### src/rtl/iir_coeff_loader_pkg.sv
// ====================================================================
// iir_coeff_loader_pkg - FSM encoding and unity-coefficient helper. Rev 1.0
// ====================================================================
`default_nettype none

package iir_coeff_loader_pkg;

  typedef enum logic [2:0] {
    ST_IDLE   = 3'd0,
    ST_LOAD_B = 3'd1,
    ST_LOAD_A = 3'd2,
    ST_COMMIT = 3'd3,
    ST_DRAIN  = 3'd4
  } state_t;

  // Wide result; callers narrow it to their coefficient width.
  function automatic logic [63:0] unity_coeff(input int unsigned q);
    return 64'd1 << q;
  endfunction

endpackage

`default_nettype wire

### src/rtl/iir_coeff_loader_if.sv
// ====================================================================
// iir_coeff_loader_if - valid/ready coefficient word stream. Rev 1.0
// ====================================================================
`default_nettype none

interface iir_coeff_loader_if #(
  parameter int COEFF_WIDTH = 16
);
  logic                   coeff_valid;
  logic                   coeff_ready;
  logic [COEFF_WIDTH-1:0] coeff_data;
  logic                   coeff_last;

  modport master (output coeff_valid, coeff_data, coeff_last, input coeff_ready);
  modport slave  (input coeff_valid, coeff_data, coeff_last, output coeff_ready);
endinterface

`default_nettype wire

### src/rtl/iir_coeff_loader.sv
// ====================================================================
// iir_coeff_loader - framed shadow load, single-cycle commit to active set. Rev 1.0
// ====================================================================
`default_nettype none

module iir_coeff_loader #(
  parameter int N           = 2,
  parameter int COEFF_WIDTH = 16,
  parameter int Q           = 14
) (
  input  wire logic                    clk,
  input  wire logic                    rst_n,
  iir_coeff_loader_if.slave            s_coeff,
  output logic [COEFF_WIDTH*(N+1)-1:0] packed_b_coeffs,
  output logic [COEFF_WIDTH*N-1:0]     packed_a_coeffs,
  output logic                         coeff_updated,
  output logic                         frame_error
);
  import iir_coeff_loader_pkg::*;

  localparam int c_words = 2*N + 1;
  localparam int c_cnt_w = $clog2(2*N + 2);
  typedef logic [c_cnt_w-1:0] cnt_t;
  localparam cnt_t c_last_idx = cnt_t'(c_words - 1);
  localparam cnt_t c_n        = cnt_t'(N);
  localparam logic [COEFF_WIDTH-1:0] c_unity = COEFF_WIDTH'(unity_coeff(Q));

  state_t r_state, w_state_nxt;
  cnt_t   r_cnt, w_cnt_nxt;
  logic   w_acc, w_wr_en, w_commit, w_ferr_set, w_ferr_clr;
  logic   r_frame_error;

  logic [COEFF_WIDTH-1:0] r_sh_b  [N+1];
  logic [COEFF_WIDTH-1:0] r_sh_a  [N];
  logic [COEFF_WIDTH-1:0] r_act_b [N+1];
  logic [COEFF_WIDTH-1:0] r_act_a [N];

  assign s_coeff.coeff_ready = (r_state != ST_COMMIT);
  assign w_acc               = s_coeff.coeff_valid && (r_state != ST_COMMIT);
  assign coeff_updated       = (r_state == ST_COMMIT);
  assign frame_error         = r_frame_error;

  always_ff @(posedge clk) begin
    if (!rst_n) begin
      r_state <= ST_IDLE;
      r_cnt   <= '0;
    end else begin
      r_state <= w_state_nxt;
      r_cnt   <= w_cnt_nxt;
    end
  end

  always_comb begin
    w_state_nxt = r_state;
    w_cnt_nxt   = r_cnt;
    w_wr_en     = 1'b0;
    w_commit    = 1'b0;
    w_ferr_set  = 1'b0;
    w_ferr_clr  = 1'b0;
    case (r_state)
      ST_IDLE, ST_LOAD_B, ST_LOAD_A: begin
        if (w_acc) begin
          w_wr_en    = 1'b1;
          w_ferr_clr = (r_state == ST_IDLE);
          if (r_cnt == c_last_idx) begin
            w_cnt_nxt = '0;
            if (s_coeff.coeff_last) begin
              w_state_nxt = ST_COMMIT;
            end else begin
              w_state_nxt = ST_DRAIN;
              w_ferr_set  = 1'b1;
            end
          end else if (s_coeff.coeff_last) begin
            // Short frame: shadow contents are simply overwritten by the next frame.
            w_state_nxt = ST_IDLE;
            w_cnt_nxt   = '0;
            w_ferr_set  = 1'b1;
          end else begin
            w_cnt_nxt   = r_cnt + 1'b1;
            w_state_nxt = (r_cnt < c_n) ? ST_LOAD_B : ST_LOAD_A;
          end
        end
      end
      ST_COMMIT: begin
        w_commit    = 1'b1;
        w_state_nxt = ST_IDLE;
        w_cnt_nxt   = '0;
      end
      ST_DRAIN: begin
        if (w_acc && s_coeff.coeff_last) begin
          w_state_nxt = ST_IDLE;
          w_cnt_nxt   = '0;
        end
      end
      default: begin
        w_state_nxt = ST_IDLE;
        w_cnt_nxt   = '0;
      end
    endcase
  end

  always_ff @(posedge clk) begin
    if (!rst_n) begin
      for (int i = 0; i <= N; i++) begin
        r_sh_b[i]  <= (i == 0) ? c_unity : '0;
        r_act_b[i] <= (i == 0) ? c_unity : '0;
      end
      for (int i = 0; i < N; i++) begin
        r_sh_a[i]  <= '0;
        r_act_a[i] <= '0;
      end
      r_frame_error <= 1'b0;
    end else begin
      // Word index r_cnt maps to b0..bN, then a1..aN.
      for (int i = 0; i <= N; i++) begin
        if (w_wr_en && (r_cnt == cnt_t'(i))) r_sh_b[i] <= s_coeff.coeff_data;
      end
      for (int i = 0; i < N; i++) begin
        if (w_wr_en && (r_cnt == cnt_t'(N + 1 + i))) r_sh_a[i] <= s_coeff.coeff_data;
      end
      if (w_commit) begin
        r_act_b <= r_sh_b;
        r_act_a <= r_sh_a;
      end
      if (w_ferr_set)      r_frame_error <= 1'b1;
      else if (w_ferr_clr) r_frame_error <= 1'b0;
    end
  end

  generate
    for (genvar gi = 0; gi <= N; gi++) begin : g_pack_b
      assign packed_b_coeffs[gi*COEFF_WIDTH +: COEFF_WIDTH] = r_act_b[gi];
    end
    for (genvar gi = 0; gi < N; gi++) begin : g_pack_a
      assign packed_a_coeffs[gi*COEFF_WIDTH +: COEFF_WIDTH] = r_act_a[gi];
    end
  endgenerate

endmodule

`default_nettype wire
### src/flat_wrapper.sv
// flat-port wrapper written by rule: the top's interface ports become plain ports
module iir_coeff_loader_flat import iir_coeff_loader_pkg::*;
#(
  parameter int N           = 2,
  parameter int COEFF_WIDTH = 16,
  parameter int Q           = 14
)
  (clk, rst_n, packed_b_coeffs, packed_a_coeffs, coeff_updated, frame_error, s_coeff_coeff_valid, s_coeff_coeff_data, s_coeff_coeff_last, s_coeff_coeff_ready);
  iir_coeff_loader_if #(.COEFF_WIDTH(COEFF_WIDTH)) s_coeff_i ();
  input  wire logic clk;
  input  wire logic rst_n;
  output logic [COEFF_WIDTH*(N+1)-1:0] packed_b_coeffs;
  output logic [COEFF_WIDTH*N-1:0] packed_a_coeffs;
  output logic coeff_updated;
  output logic frame_error;
  input wire logic [$bits(s_coeff_i.coeff_valid)-1:0] s_coeff_coeff_valid;
  input wire logic [$bits(s_coeff_i.coeff_data)-1:0] s_coeff_coeff_data;
  input wire logic [$bits(s_coeff_i.coeff_last)-1:0] s_coeff_coeff_last;
  output wire logic [$bits(s_coeff_i.coeff_ready)-1:0] s_coeff_coeff_ready;
  assign s_coeff_i.coeff_valid = s_coeff_coeff_valid;
  assign s_coeff_i.coeff_data = s_coeff_coeff_data;
  assign s_coeff_i.coeff_last = s_coeff_coeff_last;
  assign s_coeff_coeff_ready = s_coeff_i.coeff_ready;
  iir_coeff_loader #(.N(N), .COEFF_WIDTH(COEFF_WIDTH), .Q(Q)) u_core (.clk(clk), .rst_n(rst_n), .s_coeff(s_coeff_i), .packed_b_coeffs(packed_b_coeffs), .packed_a_coeffs(packed_a_coeffs), .coeff_updated(coeff_updated), .frame_error(frame_error));
endmodule
### config.mk
export PLATFORM = sky130hd
export DESIGN_NAME = iir_coeff_loader_flat
export DESIGN_NICKNAME = d
export VERILOG_FILES = /design/src/rtl/iir_coeff_loader_pkg.sv /design/src/rtl/iir_coeff_loader_if.sv /design/src/rtl/iir_coeff_loader.sv /design/src/flat_wrapper.sv
export SDC_FILE = /design/constraint.sdc
export NUM_CORES = 1
export LEC_CHECK = 0
export ABC_AREA = 0
export CAP_MARGIN = 5
export CORE_MARGIN = 1
export CORE_UTILIZATION = 40
export CTS_CLUSTER_DIAMETER = 80
export DETAILED_ROUTE_END_ITERATION = 10
export PLACE_DENSITY = 0.67
export SLEW_MARGIN = 20
export SYNTH_ARGS = -nofsm -noshare
export SYNTH_HDL_FRONTEND = slang
export SYNTH_SLANG_ARGS = --single-unit
### constraint.sdc
create_clock -name clk -period 4.2 [get_ports clk]
set_clock_uncertainty 0.05 [all_clocks]
set_input_delay 0.84 -clock clk [delete_from_list [all_inputs] [get_ports clk]]
set_output_delay 0.84 -clock clk [all_outputs]
set_load 0.02 [all_outputs]
==> Word-level counts from Yosys, hierarchy flattened <==
Index checks and enable logic that the tools add are counted.
{ "word_totals": {"in_bits": 20, "wordCells": 61, "reg_bits": 167, "out_inout_bits": 83} }
{ "op_classes": {"n_mux": 23, "n_lt_le_gt_ge": 1, "eq_ne": 11, "n_reduce_logical": 12, "addsub": 1} }
{ "ops": {"columns": ["cell", "count"], "rows": [
  ["3-bit 2-to-1 mux", 8],
  ["3-bit by 2-bit equality test with 1-bit output (second input constant)", 4],
  ["1-bit 2-to-1 mux", 12],
  ["3-bit one-hot mux with 2 select lines", 2],
  ["1-bit logical AND", 7],
  ["3-bit by 1-bit equality test with 1-bit output (second input constant)", 2],
  ["3-bit equality test (second input constant)", 2],
  ["3-bit logical NOT", 2],
  ["2-bit by 1-bit != test with 1-bit output (second input constant)", 2],
  ["3-bit by 1-bit adder with 3-bit output (second input constant)", 1],
  ["3-bit by 2-bit less-than comparator with 1-bit output (second input constant)", 1],
  ["3-bit by 2-bit != test with 1-bit output (second input constant)", 1],
  ["3-bit OR reduction", 1],
  ["2-bit 2-to-1 mux", 1],
  ["2-bit AND reduction", 1],
  ["2-bit nonzero test", 1]
]} }

==> Longest topological paths before layout <==
Gate-level depths: netlist (run 1).
{ "logic_depth": {"word_depth": 6, "mapped_depth": 7} }

==> Worst setup path after synthesis (run 1) <==
Ideal clock, no wire load.
{ "synth_path": {"kind": "reg-to-output", "start": "reg u_core.r_state[1]", "end": "out s_coeff_coeff_ready", "t_required_ns": 3.310, "path_slack_ns": 2.196, "path_stages_with_launch": 6, "arrival_time_ns": 1.114, "path_cell_list": "dfxtp_1 > buf_4 > and3b_1 > buf_4 > inv_2 > buf_2"} }
{ "synth_between": {"elab_chain_cells": 1} }
{ "synth_rtl": {"columns": ["element", "line", "text"], "rows": [
  ["from (decl)", "iir_coeff_loader.sv:28", "state_t r_state, w_state_nxt;"],
  ["from (signal assigned)", "iir_coeff_loader.sv:48", "r_state <= w_state_nxt;"],
  ["3-bit by 2-bit != test with 1-bit output", "iir_coeff_loader.sv:38", "assign s_coeff.coeff_ready = (r_state != ST_COMMIT);"],
  ["to (decl)", "flat_wrapper.sv:19", "output wire logic [$bits(s_coeff_i.coeff_ready)-1:0] s_coeff_coeff_ready;"]
]} }
Every way passes these cells.

==> Worst setup path after layout (run 1) <==
{ "layout_path": {"start": "reg u_core.r_state[1]", "end": "out coeff_updated"} }
{ "layout_between": {"elab_chain_cells": 1} }
{ "layout_rtl": {"columns": ["element", "line", "text"], "rows": [
  ["3-bit by 2-bit equality test with 1-bit output", "iir_coeff_loader.sv:40", "assign coeff_updated = (r_state == ST_COMMIT);"],
  ["to (decl)", "flat_wrapper.sv:14", "output logic coeff_updated;"]
]} }
Every way passes these cells.

==> run metrics, run 1 <==
CTS max path bufs 2; Avg WL per Cell 15.7 um; min-delay src u_core.packed_b_coeffs[41]; antenna violation net count after detailed routing 0; CTS tree done; n_diodes 0; Post-CTS Resized 0; most common cell after layout, fill and taps aside nand2_1; die area 15900 um2; pin count of the biggest net entering global routing 81; final hold vios 0; Worst setup SP type register; I/O Buffers 102; global route overflow 0; Synth Instances 684; vias post-DR 4852; GP Congestion 0.802; post-CTS setup buffer count 0; flops & latches, synth 167; Syn Nets 710; Routed WL 15100 um; WP data arrival 2.28 ns; Clock Latency Late Sink 0.42 ns; GR Util All Layers 0.196; I/O Pins 103; layout cells sized above 1 0.0542; Worst Tran Pin Value 0.928 ns; area grow syn2layout 26.5%; initial antenna violation count 0; Final setup violation count 0; Critical Path RT 3.31 ns; worst hold path depth 2; CORE AREA 14800 um2; Slew HR 0.381; worst hold path type reg2reg; final setup margin 1.03 ns; Site Rows 44; pre-CTS setup slack 1.14 ns; status finished clean; initial core utilization 0.416; YS warnings 0; die width 126 um; Vias/cell 5.06; cell chosen for the clock root clkbuf_16; Synth Cell Area 6140 um2; Detailed Routing Iterations Pass 1 6; post-layout min period 3.17 ns; Synth cell types 32; maximum VDD drop 268 uV; CTS Buf Count 17; most frequent cells in the layout nand2_1, dfxtp_1, clkdlybuf4s50_1, a21oi_1, mux2i_1; number of enable flip-flop cells after synthesis 0; Clock transition at path regs 0.06 ns; Mean Syn Cell Area 8.98 um2; initial drt markers 322; Max Cap Viol 0; r2r setup slk 1.97 ns; top_reg_cell synth dfxtp_1; power per cell area 422 nW/um2; htree depth 4; DP HPWL 9740 um; FMAX 316 MHz; first-pass GRT wire length 23800 um; Worst R2R End u_core.packed_b_coeffs[41]; Crit. End Element output pin; vias in the first global route 4694; drt drc 0; # nets final 789; RSZ-0062 raised after global routing no; Max Slew Vio Count 0; hold-fix buffers at CTS 0; Worst Hold End u_core.packed_b_coeffs[41]; setup TNS 0 ns; fill cell count 1369; Worst R2R Path Depth 4; CTS Sinks 167; static leakage 3.01 nW; post-route total power 0.00328 W; Die H 126 um; Worst Path Class, Setup reg2out; worst r2r src u_core.r_state[1]; Final period util 0.754; worst-path fanout max 23; ys async rst share 0; post-synthesis sequential area ratio 0.544
worst max path at each step:
stage	startpoint	to	slack [ns]	cells past startpoint
6_report	u_core.r_state[1]	coeff_updated	1.03	2
5_1_grt	u_core.r_state[1]	coeff_updated	0.93	2
3_3_place_gp	s_coeff_coeff_valid	u_core.r_sh_a[13]	1.25	4
4_1_cts	u_core.r_state[1]	coeff_updated	1.02	2
2_1_floorplan	u_core.r_state[1]	s_coeff_coeff_ready	2.20	5
3_5_place_dp	s_coeff_coeff_valid	u_core.r_sh_a[13]	1.14	4
where the power goes:
part | total, W | switching [W] | internal, W
Sequential | 0.00162 | 0.0000136 | 0.00161
Clock | 0.00153 | 0.000597 | 0.000935
Combinational | 0.000129 | 0.0000836 | 0.0000455
kinds of logic after synthesis:
group,after synthesis,share of synthesized area
compound gates,97,0.0882
fa+ha+maj,7,0.0138
simple gates,279,0.180
mux,80,0.130
flops,167,0.544
buf+inv,54,0.0434
registers in the layout, summed over array words and instances, names as in the netlist:
| name | count |
|---|---|
| u_core.frame_error | 1 |
| u_core.packed_a_coeffs | 32 |
| u_core.packed_b_coeffs | 48 |
| u_core.r_cnt | 3 |
| u_core.r_sh_a | 32 |
| u_core.r_sh_b | 48 |
| u_core.r_state | 3 |
synthesized netlist by cell type, drive strengths merged (2+ instances only):
cell type	count	share of area
nand2	261	0.16
dfxtp	167	0.54
a21oi	82	0.067
mux2i	80	0.13
clkbuf	26	0.016
buf	20	0.023
inv	7	0.0043
ha	6	0.012
nand3	6	0.0081
nor2	5	0.0031
a211o	3	0.0043
o32ai	3	0.0043
and3	2	0.0020
o31ai	2	0.0024
layout make-up:
cell class / instances / area [um2] / share of cell area
multi-input cells: 463 / 2530 / 0.326
clock inverters: 7 / 93.8 / 0.0121
inverters: 8 / 31.3 / 0.00402
clock buffers: 24 / 492 / 0.0633
flip-flops and latches: 167 / 3340 / 0.430
well taps: 184 / 230 / 0.0296
repair buffers: 106 / 1050 / 0.135
critical path: stages, from the launching register on:
cell	delay [ns]
dfxtp_1	0.57
and3b_2	0.58
clkdlybuf4s50_1	0.70
metrics by stage:
step / instances / cell area (um2) / hold slack, ns / util
global route: 959 / 7770 / 0.416 / 0.527
floorplan: 684 / 6140 / 0.382 / -
global placement: 928 / 7190 / 0.387 / 0.487
detailed placement: 928 / 7190 / 0.392 / 0.487
finish: 959 / 7770 / 0.404 / 0.527
CTS: 959 / 7770 / 0.406 / 0.527
routing by layer:
metal	wire length (um)	up-vias	GRT usage	part of all wire
met3	570	24	0.0446	0.038
met5	0	-	0	0
met4	392	0	0.0950	0.026
li1	-	2399	-	-
met2	7030	142	0.312	0.47
met1	7110	2287	0.250	0.47
Power figures use the tool's default switching activity.
==> inputs of run 2 (changes only) <==
- clock period: 4.2 -> 3.26 ns (I/O delays scaled with it)
==> run metrics, run 2 (same netlist as run 1, synthesis figures left out) <==
# nets final 792; htree depth 4; vias in the first global route 4603; CTS max path bufs 2; Clock transition at path regs 0.06 ns; Die H 126 um; CP top delay family buffers and inverters; r2r setup slk 1.17 ns; die area 15900 um2; pin count of the biggest net entering global routing 81; dpl cell area 7220 um2; CTS tree done; WP data arrival 1.93 ns; Site Rows 44; area grow syn2layout 26.5%; setup TNS 0 ns; n_diodes 0; worst r2r src u_core.r_state[1]; final hold vios 0; I/O Buffers 102; WP depth 2; CTS Buf Count 17; post-layout min period 2.63 ns; GP Congestion 0.854; initial core utilization 0.416; Final setup violation count 0; Routed WL 15200 um; vias post-DR 4842; Detailed Routing Iterations Pass 1 5; CORE AREA 14800 um2; Worst Hold End u_core.packed_a_coeffs[6]; initial antenna violation count 0; maximum VDD drop 354 uV; pre-CTS setup slack 0.704 ns; worst hold path depth 2; min-delay src u_core.packed_a_coeffs[6]; Worst R2R End u_core.packed_a_coeffs[18]; Post-CTS Resized 0; GR Util All Layers 0.195; DP HPWL 9810 um; Clock Latency Late Sink 0.42 ns; FMAX 380 MHz; status finished clean; CTS Sinks 167; Worst path max stage delay 0.62 ns; final setup margin 0.627 ns; layout cells sized above 1 0.0579; Worst R2R Path Depth 4; worst hold path type reg2reg; RSZ-0062 raised after global routing no; cell chosen for the clock root clkbuf_16; worst-path fanout max 11; Worst Path Class, Setup reg2out; global route overflow 0; initial drt markers 351; hold-fix buffers at CTS 0; Worst setup SP type register; post-CTS setup buffer count 0; critical path, cell by cell and3b_2, clkdlybuf4s50_1; Final period util 0.808; antenna violation net count after detailed routing 0; Max Slew Vio Count 0; Critical Path RT 2.56 ns; first-pass GRT wire length 24000 um; die width 126 um; power per cell area 530 nW/um2; drt drc 0; post-route total power 0.00412 W; Max Cap Viol 0; Slew HR 0.471; Vias/cell 5.04; placed insts 931; Worst Tran Pin Value 0.794 ns; most common cell after layout, fill and taps aside nand2_1; worst path bufs/invs 1; most frequent cells in the layout nand2_1, dfxtp_1, clkdlybuf4s50_1, a21oi_1, mux2i_1; critical path's slowest cell clkdlybuf4s50_1; I/O Pins 103; Post-Layout Inst Area 7770 um2; Crit. End Element output pin; Avg WL per Cell 15.8 um; final std cells w/o fill 961; static leakage 3.01 nW
[run 2: layer usage]
metal | vias up | track usage | share of wire
li1 | 2415 | - | -
met1 | 2264 | 0.260 | 0.47
met5 | - | 0 | 0
met2 | 150 | 0.306 | 0.46
met4 | 0 | 0.0652 | 0.013
met3 | 13 | 0.0518 | 0.051
[run 2: stage by stage]
stage	utilization	hold WS (ns)
2_1_floorplan	-	0.382
3_3_place_gp	0.489	0.394
3_5_place_dp	0.489	0.393
4_1_cts	0.527	0.402
5_1_grt	0.527	0.426
6_report	0.527	0.402
[run 2: layout make-up]
class / count / area (um2)
Fill cell: 1346 / 6980
Timing Repair Buffer: 109 / 1080
Tap cell: 184 / 230
Clock inverter: 8 / 75.1
Sequential cell: 167 / 3340
Multi-Input combinational cell: 463 / 2530
Inverter: 8 / 30.0
Clock buffer: 22 / 474
[run 2: worst reg2reg max path: cells and delay by family, from the launching register on]
| family | cells | cell delay, ns |
|---|---|---|
| buffers and inverters | 1 | 0.64 |
| flip-flops | 1 | 0.57 |
| AO/OA/AOI/OAI | 1 | 0.22 |
| AND/OR/NAND/NOR | 2 | 0.52 |
[run 2: worst max-delay path by stage]
stage	slack, ns	end	from
5_1_grt	0.57	coeff_updated	u_core.r_state[0]
4_1_cts	0.60	coeff_updated	u_core.r_state[1]
3_5_place_dp	0.70	u_core.r_sh_b[42]	s_coeff_coeff_valid
3_3_place_gp	0.77	u_core.r_sh_b[46]	s_coeff_coeff_valid
2_1_floorplan	1.44	s_coeff_coeff_ready	u_core.r_state[1]
6_report	0.63	coeff_updated	u_core.r_state[1]
[run 2: power by group]
part,switching (W),internal [W],total (W)
Combinational,0.000110,0.0000619,0.000171
Clock,0.000765,0.00110,0.00186
Sequential,0.0000182,0.00207,0.00209
